===== src/rtl/lms_pkg.sv =====
// Shared sample type and saturating subtract for the LMS error path.
// Pure definitions: no state, no handshake.
package lms_pkg;

    localparam int WIDTH = 8;

    typedef logic signed [WIDTH-1:0] sample_t;

    // One guard bit is enough: the sum of two WIDTH-bit values cannot overflow WIDTH+1 bits.
    function automatic sample_t sat_sub(input sample_t a, input sample_t b);
        logic signed [WIDTH:0] diff;
        diff = {a[WIDTH-1], a} - {b[WIDTH-1], b};
        if (diff[WIDTH] != diff[WIDTH-1])
            sat_sub = diff[WIDTH] ? {1'b1, {(WIDTH-1){1'b0}}} : {1'b0, {(WIDTH-1){1'b1}}};
        else
            sat_sub = diff[WIDTH-1:0];
    endfunction

endpackage


===== src/rtl/lms_error_align_if.sv =====
// Sample bus between the desired/FIR sources and the error stage.
// Valid-only: the error stage never stalls its producers.
interface lms_error_align_if;
    import lms_pkg::*;

    sample_t d_in;
    logic    d_valid;
    sample_t y_in;
    logic    y_valid;
    sample_t e_out;
    sample_t e_mu_out;
    logic    e_valid;

    modport master (
        output d_in, d_valid, y_in, y_valid,
        input  e_out, e_mu_out, e_valid
    );

    modport slave (
        input  d_in, d_valid, y_in, y_valid,
        output e_out, e_mu_out, e_valid
    );

endinterface


===== src/rtl/lms_sample_fifo.sv =====
// Synchronous show-ahead FIFO; dout is the head combinationally, pop takes effect on the edge.
// Push while full is only accepted together with a pop; pop while empty is ignored.
module lms_sample_fifo #(
    parameter int DEPTH = 8,
    parameter int WIDTH = 8
) (
    input  logic             clk,
    input  logic             rst_n,
    input  logic             push,
    input  logic             pop,
    input  logic [WIDTH-1:0] din,
    output logic [WIDTH-1:0] dout,
    output logic             full,
    output logic             empty
);
    localparam int AW = $clog2(DEPTH);

    logic [WIDTH-1:0] mem [DEPTH];
    logic [AW:0]      wptr;
    logic [AW:0]      rptr;
    logic             wr_en;
    logic             rd_en;

    // Extra pointer MSB distinguishes full from empty when the index bits match.
    assign empty = (wptr == rptr);
    assign full  = (wptr[AW] != rptr[AW]) && (wptr[AW-1:0] == rptr[AW-1:0]);
    assign dout  = mem[rptr[AW-1:0]];
    assign rd_en = pop && !empty;
    assign wr_en = push && (!full || rd_en);

    always_ff @(posedge clk) begin
        if (!rst_n) begin
            wptr <= '0;
            rptr <= '0;
        end else begin
            if (wr_en) wptr <= wptr + (AW+1)'(1);
            if (rd_en) rptr <= rptr + (AW+1)'(1);
        end
    end

    always_ff @(posedge clk) begin
        if (wr_en) mem[wptr[AW-1:0]] <= din;
    end

endmodule


===== src/rtl/lms_error_align.sv =====
// Aligns buffered d[n] with y[n] and emits saturated e[n] and e[n]>>>MU_SHIFT one cycle after y_valid.
// No backpressure: overflow/underflow drop the event and raise sticky flags; ERR_ENERGY_EN adds err_energy.
module lms_error_align
    import lms_pkg::*;
#(
    parameter int N        = 20,
    parameter int WIDTH    = lms_pkg::WIDTH,
    parameter int DEPTH    = 8,
    parameter int MU_SHIFT = 3
) (
    input  logic                     clk,
    input  logic                     rst_n,
    lms_error_align_if.slave         bus,
`ifdef ERR_ENERGY_EN
    output logic [2*WIDTH+$clog2(N+1)-1:0] err_energy,
`endif
    output logic [$clog2(N+1)-1:0]   sample_cnt,
    output logic                     done,
    output logic                     ovf,
    output logic                     unf
);
    localparam int CW = $clog2(N+1);

    logic    full;
    logic    empty;
    logic    pop;
    logic    push;
    sample_t d_head;
    sample_t e_next;

    assign pop    = bus.y_valid && !empty;
    assign push   = bus.d_valid && (!full || pop);
    assign e_next = sat_sub(d_head, bus.y_in);

    lms_sample_fifo #(
        .DEPTH (DEPTH),
        .WIDTH (WIDTH)
    ) u_dfifo (
        .clk   (clk),
        .rst_n (rst_n),
        .push  (push),
        .pop   (pop),
        .din   (bus.d_in),
        .dout  (d_head),
        .full  (full),
        .empty (empty)
    );

    always_ff @(posedge clk) begin
        if (!rst_n) begin
            bus.e_out    <= '0;
            bus.e_mu_out <= '0;
            bus.e_valid  <= 1'b0;
            sample_cnt   <= '0;
            done         <= 1'b0;
            ovf          <= 1'b0;
            unf          <= 1'b0;
        end else begin
            bus.e_valid <= pop;
            if (pop) begin
                bus.e_out    <= e_next;
                bus.e_mu_out <= e_next >>> MU_SHIFT;
                if (sample_cnt != CW'(N))   sample_cnt <= sample_cnt + CW'(1);
                if (sample_cnt == CW'(N-1)) done       <= 1'b1;
            end
            if (bus.d_valid && full && !pop) ovf <= 1'b1;
            if (bus.y_valid && empty)        unf <= 1'b1;
        end
    end

`ifdef ERR_ENERGY_EN
    localparam int EW = 2*WIDTH + CW;

    logic                      done_d;
    logic signed [2*WIDTH-1:0] e_sq;

    assign e_sq = (2*WIDTH)'(bus.e_out) * (2*WIDTH)'(bus.e_out);

    // done_d lets the N-th error (whose e_valid coincides with done) still be accumulated.
    always_ff @(posedge clk) begin
        if (!rst_n) begin
            err_energy <= '0;
            done_d     <= 1'b0;
        end else begin
            done_d <= done;
            if (bus.e_valid && !done_d) err_energy <= err_energy + EW'($unsigned(e_sq));
        end
    end
`endif

endmodule


===== src/flat_wrapper.sv =====
// flat-port wrapper written by rule: the top's interface ports become plain ports
module lms_error_align_flat import lms_pkg::*;
#(
    parameter int N        = 20,
    parameter int WIDTH    = lms_pkg::WIDTH,
    parameter int DEPTH    = 8,
    parameter int MU_SHIFT = 3
)
  (clk, rst_n, sample_cnt, done, ovf, unf, bus_d_in, bus_d_valid, bus_y_in, bus_y_valid, bus_e_out, bus_e_mu_out, bus_e_valid);
  lms_error_align_if bus_i ();
  input  logic clk;
  input  logic rst_n;
  output logic [$clog2(N+1)-1:0] sample_cnt;
  output logic done;
  output logic ovf;
  output logic unf;
  input wire logic [$bits(bus_i.d_in)-1:0] bus_d_in;
  input wire logic [$bits(bus_i.d_valid)-1:0] bus_d_valid;
  input wire logic [$bits(bus_i.y_in)-1:0] bus_y_in;
  input wire logic [$bits(bus_i.y_valid)-1:0] bus_y_valid;
  output wire logic [$bits(bus_i.e_out)-1:0] bus_e_out;
  output wire logic [$bits(bus_i.e_mu_out)-1:0] bus_e_mu_out;
  output wire logic [$bits(bus_i.e_valid)-1:0] bus_e_valid;
  assign bus_i.d_in = bus_d_in;
  assign bus_i.d_valid = bus_d_valid;
  assign bus_i.y_in = bus_y_in;
  assign bus_i.y_valid = bus_y_valid;
  assign bus_e_out = bus_i.e_out;
  assign bus_e_mu_out = bus_i.e_mu_out;
  assign bus_e_valid = bus_i.e_valid;
  lms_error_align #(.N(N), .WIDTH(WIDTH), .DEPTH(DEPTH), .MU_SHIFT(MU_SHIFT)) u_core (.clk(clk), .rst_n(rst_n), .bus(bus_i), .sample_cnt(sample_cnt), .done(done), .ovf(ovf), .unf(unf));
endmodule

===== config.mk =====
export PLATFORM = sky130hd
export DESIGN_NAME = lms_error_align_flat
export DESIGN_NICKNAME = d
export VERILOG_FILES = /design/src/rtl/lms_pkg.sv /design/src/rtl/lms_error_align_if.sv /design/src/rtl/lms_sample_fifo.sv /design/src/rtl/lms_error_align.sv /design/src/flat_wrapper.sv
export SDC_FILE = /design/constraint.sdc
export NUM_CORES = 1
export LEC_CHECK = 0
export ABC_AREA = 0
export BUFFER_PORTS_ARGS = -buffer_cell sky130_fd_sc_hd__buf_4
export CAP_MARGIN = 20
export CORE_UTILIZATION = 52
export CTS_BUF_LIST = sky130_fd_sc_hd__clkbuf_8
export DETAILED_ROUTE_END_ITERATION = 10
export PLACE_DENSITY = 0.78
export SETUP_SLACK_MARGIN = 0.02
export SLEW_MARGIN = 20
export SYNTH_ARGS = -nofsm -noshare
export SYNTH_HDL_FRONTEND = slang
export SYNTH_SLANG_ARGS = --single-unit

===== constraint.sdc =====
create_clock -name clk -period 4.1 [get_ports clk]
set_clock_uncertainty 0.2 [all_clocks]
set_input_delay 0.615 -clock clk [delete_from_list [all_inputs] [get_ports clk]]
set_output_delay 0.615 -clock clk [all_outputs]
set_load 0.01 [all_outputs]

==> key figures, run 1 <==
Clock network
  – CTS tree: done
  – CTS Buf Count: 9
  – Clk_lat worst skew: 350 ps
  – Clk slew on worst S/H paths: 110 ps
  – Cts repair resizes: 0
  – Clk sink count: 92
  – Setup Buffers After CTS: 0
  – Htree depth: 3
  – Hold-fix buffers, CTS: 0
  – Max Buffers Root-to-Sink: 2
  – Root Buffer: clkbuf_8

Finish
  – FILL cells: 597
  – P&R area growth vs syn: 14.3%
  – Share of post-route cells with drive strength above 1: 30.1%
  – Multi-input gate area: 1470 µm²
  – Antenna cell count: 0
  – NumNets Final: 363
  – Flip-flop and latch area: 2480 µm²

STA
  – Final worst slack: 384 ps
  – Setup TNS: 0 ps
  – Crit share post-route: 90.6%
  – Final Hold Viols: 0
  – WHS: 281 ps
  – RSZ-0062 raised after global routing: false
  – Worst Tran Pin Value: 875 ps
  – Crit path time final: 3720 ps
  – Slew Viols, Final: 0
  – # setup viols final: 0
  – Fmax: 269 MHz
  – Relative slew slack: 41.5%

Logic synthesis
  – Syn Area/Cell: 14.3 µm²
  – Mapped cell area: 4110 µm²
  – Yosys Warn Count: 0
  – Async SR Flop Fraction: 0%
  – FF+latch count, synth: 92
  – Register area share after synthesis: 60.4%
  – Ys flop type: edfxtp_1
  – Netlist cell types: 51
  – Mapped Cells: 288
  – Post-synth EDFFs: 64
  – Syn_nets: 321

Die
  – Die X: 90.9 µm
  – I/O pin cnt: 45
  – Initial Util: 53.5%
  – Num rows: 32
  – DIE AREA: 8260 µm²
  – Core area: 7690 µm²
  – Die height: 90.9 µm

Place
  – IO buf count: 44
  – Pre-CTS WS: 380 ps
  – RePlAce Congestion: 0.795
  – Dpl hpwl: 5180 µm

Setup path
  – Critical-path cell list: buf_4, mux4_2, mux2_2, ha_1, nand3_1, o221ai_2, a211oi_1, mux2i_1, o21ai_0, a31oi_1
  – Reg2Reg Setup Slack: 380 ps
  – Crit path largest cell delay: 620 ps
  – Endpoint type of the worst setup path: flop
  – CP Data Arrival Time: 3800 ps
  – Type of origin of the critical path: flop
  – Slowest CP cell: mux2i_1
  – CP bufs+invs: 1
  – Worst Path Max Fanout: 11
  – WP data required: 4190 ps
  – Critical path class: flop to flop
  – CP delay by family, top: multiplexers

Global route
  – Gr ovfl total: 0
  – Global-route wire length before repair: 12100 µm
  – Pin count of the biggest net entering global routing: 27
  – Total GRT Usage: 19.4%
  – Vias in the first global route: 2362
  – Initial antenna violation count: 0

Routing
  – Via count: 2415
  – Iter 0 DRT Violations: 103
  – Post-Route WL: 7440 µm
  – Wirelength per Cell: 17.0 µm
  – First-pass DRT Iterations: 4
  – Post-route ant nets: 0
  – DRC Markers: 0
  – DR vias/cell: 5.53

Power
  – P_leak: 1.73 nW
  – Max VDD drop: 260 µV
  – Power Density: 471 nW/µm²

Run
  – Max-cap viol count: 0

Worst hold path
  – Hold crit path type: flop to flop

Status
  – Status: finished clean
==> per-stage QoR <==
step                power, W  utilization (%)  cell area (µm²)  std cells
global placement     0.00163             58.6             4510        421
floorplan            0.00150                -             4110        288
finish               0.00221             61.1             4700        437
global route         0.00233             61.1             4700        437
detailed placement   0.00165             58.6             4510        421
CTS                  0.00223             61.1             4700        437
==> power breakdown <==
group / total (W) / internal (W) / switching (W)
logic: 0.000551 / 0.000276 / 0.000275
registers: 0.00107 / 0.00104 / 0.0000363
clock network: 0.000589 / 0.000238 / 0.000352
==> synthesized netlist by cell type, types with 3 or more instances <==
library cell	count	area [µm²]
a21oi_1	5	25.0
and2_1	9	56.3
clkbuf_1	3	11.3
mux4_2	16	360
nand4_1	3	18.8
mux2i_1	4	40.0
xor2_1	6	52.6
o21ai_0	9	45.0
nor2b_1	7	43.8
nor3_1	5	25.0
mux2_2	7	78.8
ha_1	12	150
a21oi_2	3	26.3
nor2_1	6	22.5
nand2_1	15	56.3
nand2b_1	5	31.3
buf_4	8	60.1
o21ai_1	5	25.0
xnor2_1	12	105
dfxtp_1	28	561
a31oi_1	5	31.3
edfxtp_1	64	1920
inv_1	13	48.8
buf_2	6	30.0
==> placed cells by master, fill, tap and decap left out, drive strengths merged, types with 2 or more instances in the layout <==
cell / instances
edfxtp: 64
buf: 51
dfxtp: 28
inv: 17
mux4: 16
nand2: 15
o21ai: 14
xnor2: 12
ha: 12
and2: 9
clkbuf: 9
mux2: 8
a21oi: 8
nor2b: 7
xor2: 6
nor2: 6
a31oi: 6
nand2b: 5
nor3: 5
mux2i: 4
nand4: 3
a21boi: 3
a21o: 2
nor4: 2
maj3: 2
clkinv: 2
or3: 2
==> routing by layer <==
metal | GRT usage, % | up-vias | share of wire, %
met3 | 4.29 | 6 | 4.9
met1 | 25.3 | 1189 | 44
met4 | 6.35 | 0 | 0.89
met2 | 32.3 | 64 | 50
li1 | - | 1156 | -
met5 | 0 | - | 0
==> state kept, by name (all words and copies together), names as in the netlist, named ones only <==
| register | flops |
|---|---|
| u_core.sample_cnt | 5 |
| u_core.u_dfifo.rptr | 4 |
| u_core.done | 1 |
| u_core.bus.e_out | 3 |
| u_core.unf | 1 |
| u_core.ovf | 1 |
| u_core.bus.e_mu_out | 5 |
| u_core.bus.e_valid | 1 |
| u_core.u_dfifo.mem | 64 |
| u_core.u_dfifo.wptr | 4 |
==> final timing paths <==
kind	start	endpoint	depth (start not counted)
max	flop	u_core.bus.e_mu_out[1]$_SDFFE_PN0P_	10
min	u_core.done$_SDFFE_PN0P_	u_core.done$_SDFFE_PN0P_	1
max reg2reg	flop	u_core.bus.e_mu_out[1]$_SDFFE_PN0P_	10
min reg2reg	u_core.done$_SDFFE_PN0P_	u_core.done$_SDFFE_PN0P_	1
==> cell families (layout without fill, tap and decap cells) <==
family / Yosys count / count (layout) / share of synthesized area [%]
buffers and inverters: 33 / 80 / 3.96
AO/OA/AOI/OAI: 44 / 44 / 7.49
multiplexers: 28 / 28 / 12.0
AND/OR/NAND/NOR: 58 / 58 / 7.61
adder cells (fa/ha/maj): 15 / 15 / 4.69
XOR/XNOR: 18 / 18 / 3.84
flip-flops: 92 / 92 / 60.4
==> layout make-up <==
| type | count | share of cell area (%) |
|---|---|---|
| sequential | 92 | 52.8 |
| multi-input combinational | 163 | 31.2 |
| timing repair buffer | 51 | 8.15 |
| tap | 102 | 2.72 |
| clock buffer | 9 | 2.64 |
| clock inverter | 7 | 1.44 |
| inverter | 13 | 1.04 |
Power figures use the tool's default switching activity.
==> run 2, diff against run 1 <==
--- a/config.mk
+++ b/config.mk
@@ -13,7 +13,9 @@
 export DETAILED_ROUTE_END_ITERATION = 10
 export PLACE_DENSITY = 0.78
 export SETUP_SLACK_MARGIN = 0.02
+export SKIP_LAST_GASP = 1
 export SLEW_MARGIN = 20
 export SYNTH_ARGS = -nofsm -noshare
 export SYNTH_HDL_FRONTEND = slang
+export SYNTH_HIERARCHICAL = 1
 export SYNTH_SLANG_ARGS = --single-unit
==> run 2 against run 1 <==
Compared with the run above:
- critical path depth up 2
- final area up 1.5%
- area after synthesis up 1.6%
- setup slack better by 160 ps
- critical endpoint is now u_core/bus.e_out[2]$_SDFFE_PN0P_
- largest cell class unchanged
- highest routed layer unchanged
==> key figures, run 2 <==
Status
  – Status: finished clean

STA
  – Slew Viols, Final: 0 (unchanged)
  – Final worst slack: 548 ps (+164 ps)
  – Crit share post-route: 86.6% (-4.0 points)
  – # setup viols final: 0 (unchanged)
  – Fmax: 282 MHz (+4.6%)
  – Setup TNS: 0 ps (unchanged)
  – Final Hold Viols: 0 (unchanged)
  – Worst Tran Pin Value: 771 ps (-103 ps)
  – Relative slew slack: 48.5% (+7.0 points)
  – RSZ-0062 raised after global routing: false
  – Crit path time final: 3550 ps (-164 ps)

Routing
  – Via count: 2483 (+2.8%)
  – Post-Route WL: 7090 µm (-4.7%)
  – Post-route ant nets: 0 (unchanged)
  – Iter 0 DRT Violations: 104 (+0.97%)
  – First-pass DRT Iterations: 4 (unchanged)
  – DRC Markers: 0 (unchanged)
  – DR vias/cell: 5.48 (-0.82%)
  – Wirelength per Cell: 15.6 µm (-8.1%)

Setup path
  – FF-to-FF End: u_core/bus.e_out[2]$_SDFFE_PN0P_
  – CP delay by family, top: compound AO/OA/AOI/OAI gates
  – Reg2Reg Setup Slack: 550 ps (+160 ps)
  – WP data required: 4120 ps (-70 ps)
  – Setup crit end: u_core/bus.e_out[2]$_SDFFE_PN0P_
  – CP bufs+invs: 2 (+1)
  – Top cell by count, worst path: inv_1
  – CP Data Arrival Time: 3570 ps (-230 ps)
  – Critical Path Stages: 12 (+2)
  – Worst reg-to-reg path cell count: 12 (+2)
  – Critical-path cell list: mux4_2, mux2_2, inv_1, ha_1, inv_1, fa_1, a21o_1, a21oi_1, o2111ai_1, o21ai_2, maj3_2, a21oi_2
  – Worst Path Max Fanout: 8 (-3)
  – Endpoint type of the worst setup path: flop
  – Slowest CP cell: mux4_2
  – Crit path largest cell delay: 540 ps (-80 ps)
  – Type of origin of the critical path: flop
  – Critical path class: flop to flop

Finish
  – Share of post-route cells with drive strength above 1: 33.3% (+3.2 points)
  – Most frequent cells in the layout: edfxtp_1 (64), buf_4 (54), dfxtp_1 (28)
  – Antenna cell count: 0 (unchanged)
  – Multi-input gate area: 1500 µm² (+2.0%)
  – NumNets Final: 379 (+4.4%)
  – Flip-flop and latch area: 2480 µm² (unchanged)
  – Final instance area: 4770 µm² (+1.5%)
  – P&R area growth vs syn: 14.2% (about the same)
  – Commonest non-fill, non-tap cell in the layout: edfxtp_1
  – Largest register FFs: 64 (unchanged)
  – Fin cells: 453 (+3.7%)
  – FILL cells: 601 (+0.67%)

Power
  – Total power: 0.00203 W (-8.3%)
  – Power Density: 425 nW/µm² (-9.7%)
  – P_leak: 1.76 nW (+1.7%)
  – Max VDD drop: 176 µV (-32%)

Die
  – Initial Util: 53.8% (+0.30 points)
  – Num rows: 32 (unchanged)
  – Die height: 91.6 µm (+0.79%)
  – Die X: 91.6 µm (+0.79%)
  – Core area: 7770 µm² (+1.0%)
  – DIE AREA: 8390 µm² (+1.6%)
  – I/O pin cnt: 45 (unchanged)

Logic synthesis
  – FF+latch count, synth: 92 (unchanged)
  – Largest family of logic cells by synthesized area: multiplexers
  – Register area share after synthesis: 59.4% (-0.96 points)
  – Synth Area in Compound Gates: 8.27% (+0.78 points)
  – Mapped cell area: 4180 µm² (+1.6%)
  – Syn_nets: 333 (+3.7%)
  – Ys flop type: edfxtp_1
  – Post-synth top area cell: edfxtp_1
  – Post-synth EDFFs: 64 (unchanged)
  – Mapped Cells: 300 (+4.2%)
  – Top cells by count, synth: edfxtp_1 (64), dfxtp_1 (28), nor2_1 (22), inv_1 (19), mux4_2 (16)
  – Most numerous cell in the Yosys netlist: edfxtp_1
  – Simple-Gate Fraction of Synth Area: 6.65% (-0.96 points)
  – Yosys top cell area share: 46.0% (-0.74 points)
  – Async SR Flop Fraction: 0% (unchanged)
  – Syn Area/Cell: 13.9 µm² (-2.5%)
  – Top cells by area, synth: edfxtp_1 (46%), dfxtp_1 (13%), mux4_2 (8.6%)
  – Post-synthesis adder-cell area fraction: 5.96% (+1.3 points)
  – Post-synthesis mux area share: 12.0% (-0.041 points)
  – Yosys Warn Count: 6 (+6)
  – Netlist cell types: 47 (-7.8%)
  – Synth Area in XOR/XNOR: 2.94% (-0.90 points)

Clock network
  – Clk_lat worst skew: 360 ps (about the same)
  – Cts repair resizes: 0 (unchanged)
  – Setup Buffers After CTS: 0 (unchanged)
  – Htree depth: 3 (unchanged)
  – Clk slew on worst S/H paths: 90 ps (-20 ps)
  – Hold-fix buffers, CTS: 0 (unchanged)
  – Root Buffer: clkbuf_8
  – Max Buffers Root-to-Sink: 2 (unchanged)
  – Clk sink count: 92 (unchanged)
  – CTS Buf Count: 9 (unchanged)
  – CTS tree: done

Global route
  – GR met1 Demand/Resource: 23.4% (-1.9 points)
  – GR Util met3: 4.15% (-0.15 points)
  – Met2 Resource Use GR: 31.8% (-0.49 points)
  – Vias in the first global route: 2383 (+0.89%)
  – GRT Max-Usage Layer: met2
  – Global-route wire length before repair: 11700 µm (-3.1%)
  – Gr ovfl total: 0 (unchanged)
  – Total GRT Usage: 18.8% (-0.58 points)
  – Pin count of the biggest net entering global routing: 24 (-11%)
  – Initial antenna violation count: 0 (unchanged)

Place
  – Dpl hpwl: 4920 µm (-5.0%)
  – Pre-CTS WS: 567 ps (+187 ps)
  – IO buf count: 44 (unchanged)
  – RePlAce Congestion: 0.873 (+9.8%)
  – Placed Cells: 437 (+3.8%)
  – Cell Area, Placed: 4590 µm² (+1.8%)

Run
  – Max-cap viol count: 0 (unchanged)

Worst hold path
  – Hold crit path type: flop to flop
## run 2: cell count changes after synthesis, moves of 5 or more
cell / delta
a21oi_1: +6
and2_1: -9
inv_1: +6
maj3_2: +5
nand2_1: -5
nor2_1: +16
nor2b_1: -7
xnor2_1: -5
## run 2: per-layer routing
| metal | up-vias | wire length [µm] |
|---|---|---|
| met1 | 1201 | 3120 |
| met2 | 69 | 3480 |
| li1 | 1196 | - |
| met3 | 17 | 319 |
| met4 | 0 | 167 |
| met5 | - | 0 |
## run 2: layout make-up
cell class	instances	area share [%]
timing repair buffer	54	8.50
clock buffer	9	2.60
sequential	92	52.0
inverter	21	1.65
tap	102	2.68
multi-input combinational	168	31.3
clock inverter	7	1.21
## run 2: stage by stage
stage          util [%]  hold WS [ps]
2_1_floorplan         -           278
3_3_place_gp       59.1           250
3_5_place_dp       59.1           260
4_1_cts            61.4           274
5_1_grt            61.4           268
6_report           61.4           274
## run 2: worst min-delay path by stage
stage                                         from                                  end  slack, ps  depth (start not counted)
2_1_floorplan  u_core/u_dfifo/wptr[3]$_SDFFE_PN0P_  u_core/u_dfifo/wptr[3]$_SDFFE_PN0P_        280                          2
3_3_place_gp              u_core/done$_SDFFE_PN0P_             u_core/done$_SDFFE_PN0P_        250                          2
3_5_place_dp              u_core/done$_SDFFE_PN0P_             u_core/done$_SDFFE_PN0P_        260                          2
6_report                  u_core/done$_SDFFE_PN0P_             u_core/done$_SDFFE_PN0P_        270                          2
4_1_cts                                bus_d_in[3]   u_core/u_dfifo/mem[7][3]$_DFFE_PP_        270                          1
5_1_grt                                bus_d_in[3]   u_core/u_dfifo/mem[5][3]$_DFFE_PP_        270                          1
## run 2: logic make-up (layout without fill, tap and decap cells)
family,Yosys count,count (layout)
adder cells (fa/ha/maj),20,20
XOR/XNOR,14,14
AO/OA/AOI/OAI,47,47
flip-flops,92,92
AND/OR/NAND/NOR,58,58
multiplexers,29,29
buffers and inverters,40,91
## run 2: power by group
group / total [W] / switching (W) / leakage, nW / internal, W
combinational: 0.000414 / 0.000212 / 0.858 / 0.000202
clock: 0.000556 / 0.000328 / 0.0881 / 0.000228
sequential: 0.00106 / 0.0000276 / 0.809 / 0.00103
## run 2: tightest hold or removal path, delay by kind of cell (launching register included)
kind / cells / cell delay (ps)
AO/OA/AOI/OAI: 1 / 40
flip-flops: 1 / 340
AND/OR/NAND/NOR: 1 / 70
